**src/rtl/selectedcard_renderer.sv**
```systemverilog
// Read-side client of the selected-card sprite memory: hit-tests the scan position
// against a per-frame latched card box, fetches sprite texels and realigns them with the scan.
module selectedcard_renderer #(
  parameter int SPR_W     = 16,
  parameter int SPR_H     = 32,
  parameter int BLINK_BIT = 4
) (
  input  logic       clock,
  input  logic       reset,
  input  logic [7:0] hcount,
  input  logic [7:0] vcount,
  input  logic       pixel_en,
  input  logic       frame_start,
  input  logic [7:0] card_x,
  input  logic [7:0] card_y,
  input  logic       show,
  input  logic       blink_en,
  output logic       RE,
  output logic [8:0] rAddr,
  input  logic [2:0] ramData,
  output logic [2:0] pixColor,
  output logic       pixValid
);

  localparam int XW = $clog2(SPR_W);
  localparam int YW = $clog2(SPR_H);

  logic [7:0] sx_reg, sy_reg;
  logic       sshow_reg, sblink_reg;
  logic [4:0] fcnt_reg;
  logic       hit_d1_reg, hit_d2_reg;

  logic          hidden;
  logic [8:0]    h9, v9, x_lo, y_lo, x_hi, y_hi;
  logic          in_x, in_y, hit;
  logic [XW-1:0] dx;
  logic [YW-1:0] dy;
  logic [8:0]    addr;

  // Box bounds are widened to 9 bits so a card near the right/bottom edge clips instead of wrapping.
  always_comb begin
    hidden = sblink_reg & fcnt_reg[BLINK_BIT];
    h9     = {1'b0, hcount};
    v9     = {1'b0, vcount};
    x_lo   = {1'b0, sx_reg};
    y_lo   = {1'b0, sy_reg};
    x_hi   = x_lo + 9'(SPR_W);
    y_hi   = y_lo + 9'(SPR_H);
    in_x   = (h9 >= x_lo) && (h9 < x_hi);
    in_y   = (v9 >= y_lo) && (v9 < y_hi);
    hit    = pixel_en & sshow_reg & ~hidden & in_x & in_y;
    dx     = hcount[XW-1:0] - sx_reg[XW-1:0];
    dy     = vcount[YW-1:0] - sy_reg[YW-1:0];
    addr   = {dy, dx};
  end

  // Shadow state: a pixel coincident with frame_start still sees the previous frame's values.
  always_ff @(posedge clock or posedge reset) begin
    if (reset) begin
      sx_reg     <= '0;
      sy_reg     <= '0;
      sshow_reg  <= 1'b0;
      sblink_reg <= 1'b0;
      fcnt_reg   <= '0;
    end else if (frame_start) begin
      sx_reg     <= card_x;
      sy_reg     <= card_y;
      sshow_reg  <= show;
      sblink_reg <= blink_en;
      fcnt_reg   <= fcnt_reg + 5'd1;
    end
  end

  // Three-stage pipeline: request, memory access, colour output.
  always_ff @(posedge clock or posedge reset) begin
    if (reset) begin
      RE         <= 1'b0;
      rAddr      <= '0;
      hit_d1_reg <= 1'b0;
      hit_d2_reg <= 1'b0;
      pixColor   <= '0;
      pixValid   <= 1'b0;
    end else begin
      RE         <= hit;
      hit_d1_reg <= hit;
      hit_d2_reg <= hit_d1_reg;
      if (hit)
        rAddr <= addr;
      pixColor <= hit_d2_reg ? ramData : 3'b000;
      pixValid <= hit_d2_reg && (ramData != 3'b000);
    end
  end

endmodule

```
**config.mk**
```make
export PLATFORM = sky130hd
export DESIGN_NAME = selectedcard_renderer
export DESIGN_NICKNAME = d
export VERILOG_FILES = /design/src/rtl/selectedcard_renderer.sv
export SDC_FILE = /design/constraint.sdc
export NUM_CORES = 1
export LEC_CHECK = 0
export ABC_AREA = 1
export BUFFER_PORTS_ARGS = -buffer_cell sky130_fd_sc_hd__buf_4
export CORE_MARGIN = 3
export CORE_UTILIZATION = 25
export DETAILED_ROUTE_END_ITERATION = 7
export MAX_ROUTING_LAYER = met4
export PLACE_DENSITY = 0.46
export SYNTH_ARGS = -nofsm -noshare
export SYNTH_HDL_FRONTEND = slang
export SYNTH_SLANG_ARGS = --single-unit
```
**constraint.sdc**
```tcl
create_clock -name clock -period 2.2 [get_ports clock]
set_input_delay 0.22 -clock clock [delete_from_list [all_inputs] [get_ports clock]]
set_output_delay 0.22 -clock clock [all_outputs]
set_load 0.01 [all_outputs]
```
; After elaboration in Yosys (flattened, before gate mapping)
; Cells that the tools add are included.
[word_totals]
output_inout_bits = 14
regBits = 38
wordCells = 30
inputBits = 41
[op_classes]
n_bitwise = 6
n_mux = 1
addsub = 5
n_lt_le_gt_ge = 4
reduce_logical = 4
[op_table]
columns = cell, n
row1 = $lt A8 B9 Y1, 2
row2 = $ge A8 B8 Y1, 2
row3 = $add A8 B5 Y9 const B, 1
row4 = $add A8 B6 Y9 const B, 1
row5 = $add A5 B1 Y5 const B, 1
row6 = $and A1 B1 Y1, 5
row7 = $sub A5 B5 Y5, 1
row8 = $sub A4 B4 Y4, 1
row9 = $logic_and A1 B1 Y1, 3
row10 = $mux W3, 1
row11 = $reduce_bool A3 Y1, 1
row12 = $not A1 Y1, 1

; Depth between registers and ports, before layout
; Gate-level depths: netlist of the first run.
[logic_depth]
ltp_word = 5
mapped_depth = 13
depth_no_buf = 13

; Worst setup path after synthesis of the first run
; OpenSTA, ideal clock, no wires.
[synth_path]
path_kind = register to register
startpoint = reg sx_reg[4]
endpoint = reg rAddr[0]
setup_ns = 0.117
n_path_buf = 0
path_stages_with_launch = 12
required_time_ns = 2.083
slack_ns = 0.414
period_less_slack_ns = 1.786
t_arrival_ns = 1.670
path_cell_list = dfrtp_1 ha_1 xnor2_1 ha_1 a21oi_1 nor2_1 nor2_2 nand3_4 inv_2 nand2_4 nand2_1 nand2_1
[synth_between]
elab_chain_len = 5
word_cells_on_any_way = 6
cone_classes = 1 x add/sub / 2 x order compare / 2 x bitwise / 1 x reduce/logical
[synth_lines]
columns = element, line_no
row1 = "start, declared", 28  ; logic [7:0] sx_reg, sy_reg;
row2 = "start signal, assigned", 66  ; sx_reg <= card_x;
row3 = $add A8 B5 Y9, 47  ; x_hi = x_lo + 9'(SPR_W);
row4 = $lt A8 B9 Y1, 49  ; in_x = (h9 >= x_lo) && (h9 < x_hi);
row5 = $logic_and A1 B1 Y1 (*), 49
row6 = $and A1 B1 Y1 (*) (2 in series), 51  ; hit = pixel_en & sshow_reg & ~hidden & in_x & in_y;
row7 = "end signal, assigned", 88  ; rAddr <= addr;
row8 = "end, declared", 19  ; output logic [8:0] rAddr,
; Every way passes the cells marked *; elsewhere a longest branch is shown, timed or not.
; A chain may end at the register's enable or synchronous reset.

; Worst setup path after layout of the first run
[layout_path]
startpoint = reg sx_reg[4]
endpoint = reg rAddr[5]
[layout_between]
elab_chain_len = 5
word_cells_on_any_way = 6
cone_classes = 1 x add/sub / 2 x order compare / 2 x bitwise / 1 x reduce/logical
[layout_lines]
columns = element, line_no
row1 = $add A8 B5 Y9, 47
row2 = $lt A8 B9 Y1, 49
row3 = $logic_and A1 B1 Y1 (*), 49
row4 = $and A1 B1 Y1 (*) (2 in series), 51
row5 = named net hit, 35  ; logic in_x, in_y, hit;
; The timed path passes the listed nets; every way through them passes the cells marked *.

==> flow_summary.toml, run 1 <==
[synthesis]
synth_seq_cells = 38
yosys.area.top_type = "dfrtp_1"
post_synth.cell_area_avg_um2 = 8.76
ys_top_cells_by_area = "dfrtp_1 (42%), ha_1 (14%), nand2_1 (13%)"
yosys.area.top_type_share = 0.416
yosys_warnings = 0
synth_fp_nets = 330
synth.distinct_cells = 24
syn_area_mm2 = 0.00229
yosysSeqAreaShare = 0.416
synthCells = 261

[power]
fin_total_pwr_mw = 2.14
p_leak_nw = 1.60
vdd_drop_max_mv = 0.243
power_per_cell_area_mw_per_mm2 = 736

[global_route]
grt_use_total = 0.102
grt_pass1_wl_mm = 8.09
gr-total-overflow = 0
antenna_found_initial = 0
grt_start_max_net_pins = 39
grt_pass1_vias = 1804

[final_layout]
num_antenna_cells = 0
post-route-util = 0.331
nNetsFinal = 388
drive_gt1_frac = 0.259
largest_register_ffs = 9
area_growth_pct = 27.4
multiInputGateArea_mm2 = 0.00117
final_common_cell = "nand2_1"
layout_common_cells = "nand2_1 (79), buf_4 (55), inv_1 (38), dfrtp_1 (38), ha_1 (26)"
fill_cells = 947
seqCellArea_um2 = 951

[critical_path]
path_class = "flop to flop"
r2r_end = "rAddr[5]"
r2r_cells = 10
r2r_start = "sx_reg[4]"
cp-end-kind = "flop"
cp.required_ps = 2430
crit_slowest_cell = "dfrtp_1"
crit_path_max_incr_delay_ps = 420
cp_max_fo = 10
r2r_setup_slack_ps = 290
cp_top_family = "simple AND/OR/NAND/NOR gates"
worstPathCellList = "ha_1 -> xnor2_1 -> ha_1 -> a21oi_1 -> nor2_1 -> nor2_2 -> nand3_4 -> nor2_8 -> nand2_1 -> nand2_1"
crit_path_start_kind = "flop"
critical_path_arrival_ps = 2140
crit_buf_inv = 0

[route]
wl_per_cell_um = 11.2
via_per_inst = 4.18
drtIter0Drc = 19
route.detailed.drc = 0
firstDrtPassIters = 4
vias = 1787
wirelength_mm = 4.80
drtAntennaViolNets = 0

[sta]
final_hold_viol_count = 0
setup_viol = 0
finalCriticalPeriod_ps = 1910
slew_headroom = 0.671
worst_pin_slew_ps = 494
max_freq_ghz = 0.525
tns_ps = 0
finClkSkew_ps = 4.04
maxSlewViolCount = 0
post-route-period-util = 0.866
rsz0062_at_grt = "no"

[clock_tree]
htreeDepth = 2
postCtsHoldBufs = 0
clock-sinks = 38
post_cts_buffers = 0
ctsResizeCount = 0
numCtsBuffers = 5
cts_tree = "built"
insertion_delay_ps = 290
clk_path_buf_depth = 2
clk_pin_slew_ps = 80
root_buffer = "clkbuf_8"

[floorplan]
die-area_mm2 = 0.0103
die_w_um = 102
core_area_mm2 = 0.00881
die_h_um = 102
ioPinCount = 55
std_cell_rows = 34
initial_utilization = 0.260

[place]
gp_congestion = 0.833
hpwl_mm = 3.81
io_buffers = 54

[flow_run]
drv_cap = 0

[status]
status = "completed"

[worst_hold_path]
min_path_type = "input pin to asynchronous set/reset pin"
layout make-up:
class,count,share of cell area
multi-input cells,180,0.402
flip-flops and latches,38,0.326
repair buffers,55,0.142
inverters,39,0.0503
well taps,108,0.0464
clock buffers,6,0.0284
clock inverters,2,0.00430
kinds of logic after synthesis:
logic type | count (synthesis) | synth area share
xor+xnor | 12 | 0.0460
flops | 38 | 0.416
compound gates | 25 | 0.0580
buf+inv | 43 | 0.0717
simple gates | 110 | 0.224
fa+ha+maj | 28 | 0.160
mux | 5 | 0.0246
layer usage:
metal | wire length, um | vias up | share of wire | track usage
met1 | 2380 | 799 | 0.50 | 0.133
met4 | 10 | 0 | 0.0021 | 0.0307
met5 | 0 | - | 0 | -
li1 | - | 939 | - | -
met2 | 2120 | 45 | 0.44 | 0.155
met3 | 289 | 4 | 0.060 | 0.0282
how the worst max path moves through the flow:
stage	from	end	slack (ps)	depth (start not counted)
after floorplan	sx_reg[4]	rAddr[0]	410	11
after global placement	sx_reg[4]	rAddr[4]	340	11
after detailed placement	sx_reg[4]	rAddr[8]	310	11
after CTS	sx_reg[4]	rAddr[4]	280	10
after global routing	sx_reg[4]	rAddr[7]	160	11
final	sx_reg[4]	rAddr[5]	290	10
tightest hold or removal path: cells and delay by family:
family   cells  cell delay (ps)
buf+inv      3              570
synth_stat cells (all sizes together):
| cell | n |
|---|---|
| nand4 | 2 |
| nor2 | 10 |
| fa | 2 |
| ha | 26 |
| nor3 | 2 |
| nand3 | 13 |
| o21ai | 15 |
| dfrtp | 38 |
| mux2 | 5 |
| xor2 | 8 |
| a21oi | 10 |
| buf | 2 |
| xnor2 | 4 |
| nand2 | 83 |
| clkbuf | 2 |
| inv | 39 |
through the flow:
| step | area (um^2) | hold slack (ps) | setup slack, ps | std cells |
|---|---|---|---|---|
| floorplan | 2290 | 337 | 414 | 261 |
| global placement | 2820 | 376 | 335 | 420 |
| detailed placement | 2820 | 386 | 305 | 420 |
| CTS | 2910 | 64.7 | 276 | 428 |
| global route | 2910 | 96.7 | 158 | 428 |
| finish | 2910 | 53.6 | 294 | 428 |
report_power, final:
part	switching, mW	internal, mW
Sequential	0.106	0.849
Combinational	0.347	0.336
Clock	0.255	0.252
Total	0.708	1.44
Note: power is estimated with default switching activity, not from simulation.
==> run 2, diff against run 1 <==
Settings changed: BUFFER_PORTS_ARGS -buffer_cell sky130_fd_sc_hd__buf_4 to default, CORE_ASPECT_RATIO from default to 0.9, DONT_BUFFER_PORTS from default to 1, PLACE_DENSITY 0.46 to default.
==> flow_summary.toml, run 2 (synthesis gave the netlist of run 1 again) <==
[global_route]
grt_use_total = 0.104
grt_pass1_vias = 1685
antenna_found_initial = 0
grt_pass1_wl_mm = 8.16
gr-total-overflow = 0
grt_start_max_net_pins = 39

[clock_tree]
numCtsBuffers = 5
post_cts_buffers = 0
postCtsHoldBufs = 1
clk_path_buf_depth = 2
clk_pin_slew_ps = 80
clock-sinks = 38
insertion_delay_ps = 300
ctsResizeCount = 0
htreeDepth = 2
cts_tree = "built"
root_buffer = "clkbuf_8"

[floorplan]
die_h_um = 96.7
initial_utilization = 0.262
die_w_um = 107
ioPinCount = 55
die-area_mm2 = 0.0103
core_area_mm2 = 0.00873
std_cell_rows = 32

[worst_hold_path]
hold_depth = 1
worstHoldStart = "frame_start"
min_path_type = "input pin to flop"
hold_end = "fcnt_reg[0]"

[final_layout]
final_common_cell = "nand2_1"
area_growth_pct = 12.5
drive_gt1_frac = 0.109
fill_cells = 957
layout_common_cells = "nand2_1 (79), inv_1 (38), dfrtp_1 (38)"
multiInputGateArea_mm2 = 0.00117
nNetsFinal = 335
stdcell_count = 386
largest_register_ffs = 9
seqCellArea_um2 = 951
num_antenna_cells = 0

[sta]
finClkSkew_ps = 8.15
slew_headroom = 0.665
maxSlewViolCount = 0
final_hold_viol_count = 0
post-route-period-util = 0.861
setup_viol = 0
max_freq_ghz = 0.528
rsz0062_at_grt = "no"
worst_pin_slew_ps = 503
tns_ps = 0
finalCriticalPeriod_ps = 1890

[place]
dp_cells = 377
io_buffers = 0
gp_congestion = 0.800
hpwl_mm = 3.77

[critical_path]
r2r_end = "rAddr[2]"
cp-end-kind = "flop"
r2r_cells = 10
r2r_setup_slack_ps = 310
path_class = "flop to flop"
crit_path_start_kind = "flop"
cp_max_fo = 10
r2r_start = "sx_reg[4]"
critical_path_arrival_ps = 2130
cp.required_ps = 2440

[route]
firstDrtPassIters = 4
via_per_inst = 4.14
wl_per_cell_um = 12.2
drtAntennaViolNets = 0
drtIter0Drc = 61
wirelength_mm = 4.73
vias = 1597
route.detailed.drc = 0

[power]
power_per_cell_area_mw_per_mm2 = 854
switchingPower_mw = 0.685
vdd_drop_max_mv = 0.573
comb_power_share = 0.217
power.internal_mw = 1.51
clockPowerShare = 0.329
share_seq_of_total_power = 0.454
p_sw_frac = 0.312
p_leak_nw = 1.36

[flow_run]
drv_cap = 0

[status]
status = "completed"
## run 2: power groups by stage
stage | clock network, mW | logic, mW | registers [mW]
floorplan | 0 | 0.410 | 0.976
global route | 0.779 | 0.572 | 1.02
CTS | 0.754 | 0.489 | 1.00
detailed placement | 0 | 0.486 | 1.02
finish | 0.723 | 0.478 | 0.998
global placement | 0 | 0.466 | 1.01
## run 2: layer usage
layer	track usage	routed length, um	vias to the layer above
met3	0.0434	418	6
met1	0.130	2210	720
li1	-	-	830
met4	0.0265	62	0
met5	-	0	-
met2	0.154	2030	41
## run 2: stage by stage
step	power (mW)	utilization	hold slack, ps	worst slack, ps	area [um^2]
2_1_floorplan	1.39	-	337	414	2290
3_3_place_gp	1.48	0.278	274	332	2430
3_5_place_dp	1.50	0.278	277	308	2430
4_1_cts	2.25	0.295	3.04	282	2570
5_1_grt	2.37	0.295	6.58	112	2570
6_report	2.20	0.295	20.0	305	2570
## run 2: worst max-delay path by stage
stage | start | to | cells after the start
after floorplan | sx_reg[4] | rAddr[0] | 11
after global placement | sx_reg[4] | rAddr[3] | 11
after detailed placement | sx_reg[4] | rAddr[2] | 10
after CTS | sx_reg[4] | rAddr[2] | 10
after global routing | sx_reg[4] | rAddr[8] | 11
final | sx_reg[4] | rAddr[2] | 10
## run 2: area by class of cell
type / instances / area share
clock inverter: 3 / 0.0267
clock buffer: 5 / 0.0267
inverter: 39 / 0.0569
timing repair buffer: 2 / 0.00681
sequential: 38 / 0.369
tap: 119 / 0.0579
multi-input combinational: 180 / 0.456
## run 2: critical path: stages, from the launching register on
cell     delay, ps
dfrtp_1        410
ha_1           240
xnor2_1        130
ha_1           290
a21oi_1        130
nor2_1          70
nor2_2         120
nand3_4        120
nor2_8         180
nand2_1         70
nand2_1         70
==> run 3, diff against run 2 <==
Settings changed: PLACE_DENSITY from default to 0.37.
==> flow_summary.toml, run 3 (synthesis gave the netlist of run 1 again) <==
[status]
status = "completed"

[floorplan]
die_w_um = 107
ioPinCount = 55
initial_utilization = 0.262
die_h_um = 96.7
std_cell_rows = 32
die-area_mm2 = 0.0103
core_area_mm2 = 0.00873

[clock_tree]
root_buffer = "clkbuf_8"
clock-sinks = 38
clk_pin_slew_ps = 80
cts_tree = "built"
post_cts_buffers = 0
insertion_delay_ps = 290
htreeDepth = 2
clk_path_buf_depth = 2
numCtsBuffers = 5

[final_layout]
layout_common_cells = "nand2_1 (79), inv_1 (38), dfrtp_1 (38)"
num_antenna_cells = 0
largest_register_ffs = 9
drive_gt1_frac = 0.108
final_common_cell = "nand2_1"
nNetsFinal = 336
post-route-util = 0.296
area_growth_pct = 13.0

[sta]
finClkSkew_ps = 6.53
slew_headroom = 0.672
layout_setup_ws_ps = 281
finalCriticalPeriod_ps = 1920
maxSlewViolCount = 0
worst_pin_slew_ps = 492
rsz0062_at_grt = "no"
setup_viol = 0
tns_ps = 0
max_freq_ghz = 0.521
post-route-period-util = 0.872
hold_slack_ps = 30.0
final_hold_viol_count = 0

[critical_path]
crit_buf_inv = 1
crit_slowest_cell = "dfrtp_1"
worstPathCellList = "ha_1 -> xnor2_1 -> ha_1 -> a21oi_1 -> nor2_1 -> nor2_2 -> nand3_4 -> inv_2 -> nand2_4 -> nand2_1 -> nand2_1"
cp_max_fo = 9
cp_top_family = "adder cells"
path_class = "flop to flop"
crit_path_start_kind = "flop"
cp-end-kind = "flop"
cp.required_ps = 2390
critical_path_arrival_ps = 2110
crit_start = "sx_reg[4]"
crit_path_max_incr_delay_ps = 420
r2r_start = "sx_reg[4]"

[route]
wirelength_mm = 4.88
firstDrtPassIters = 4
route.detailed.drc = 0
vias = 1583
wl_per_cell_um = 12.6
drtIter0Drc = 30
via_per_inst = 4.09
drtAntennaViolNets = 0

[power]
share_seq_of_total_power = 0.453
clockPowerShare = 0.331
comb_power_share = 0.217
p_sw_frac = 0.313
power_per_cell_area_mw_per_mm2 = 853
power.internal_mw = 1.52
p_leak_nw = 1.36
vdd_drop_max_mv = 0.293
switchingPower_mw = 0.690

[flow_run]
drv_cap = 0

[global_route]
gr-total-overflow = 0
grt_start_max_net_pins = 39
grt_pass1_wl_mm = 8.47
grt_use_total = 0.106
antenna_found_initial = 0
grt_pass1_vias = 1648

[place]
dpl_worst_slack_ps = 272
io_buffers = 0
hpwl_mm = 3.77
gp_congestion = 0.725

[worst_hold_path]
min_path_type = "input pin to flop"
worstHoldStart = "frame_start"
## run 3: worst paths after layout
check / slack (ps) / endpoint / cells past startpoint
min in group asynchronous: 490 / fcnt_reg[4] / 3
max in group asynchronous: 1370 / sx_reg[2] / 3
worst min register to register: 480 / hit_d2_reg / 0
worst max register to register: 280 / rAddr[8] / 11
worst min-delay path: 30 / sy_reg[1] / 1
worst max-delay path: 280 / rAddr[8] / 11
## run 3: stage by stage
step	total power, mW	instance area [um^2]	instances
after detailed placement	1.50	2430	377
final	2.20	2580	387
after CTS	2.26	2580	387
after global routing	2.39	2580	387
after floorplan	1.39	2290	261
after global placement	1.50	2430	377
## run 3: layout make-up
| type | count | area (um^2) |
|---|---|---|
| Multi-Input combinational cell | 180 | 1170 |
| Inverter | 39 | 146 |
| Timing Repair Buffer | 3 | 27.5 |
| Fill cell | 972 | 6140 |
| Clock inverter | 3 | 68.8 |
| Clock buffer | 5 | 68.8 |
| Tap cell | 119 | 149 |
| Sequential cell | 38 | 951 |
## run 3: power by group through the flow
stage	Clock [mW]	Combinational, mW	Sequential, mW
6_report	0.729	0.477	0.998
5_1_grt	0.787	0.576	1.03
4_1_cts	0.760	0.493	1.00
3_5_place_dp	0	0.486	1.02
3_3_place_gp	0	0.481	1.02
2_1_floorplan	0	0.410	0.976
## run 3: worst register-to-register path, stage by stage (launching register included)
cell and delay [ps]:
dfrtp_1 420, ha_1 250, xnor2_1 130, ha_1 290, a21oi_1 130, nor2_1 70
nor2_2 120, nand3_4 120, inv_2 80, nand2_4 80, nand2_1 80, nand2_1 50
## run 3: timing repair
| action | in CTS | in global routing |
|---|---|---|
| hold buffers | 2 | 0 |
| gates resized for setup | 0 | 0 |
| hold endpoints to repair | 39 | 0 |
## run 3: routing by layer
metal | track usage | share of wire | vias to the layer above
li1 | - | - | 829
met1 | 0.143 | 0.48 | 711
met2 | 0.147 | 0.42 | 39
met3 | 0.0420 | 0.085 | 4
met4 | 0.0324 | 0.011 | 0
met5 | - | 0 | -
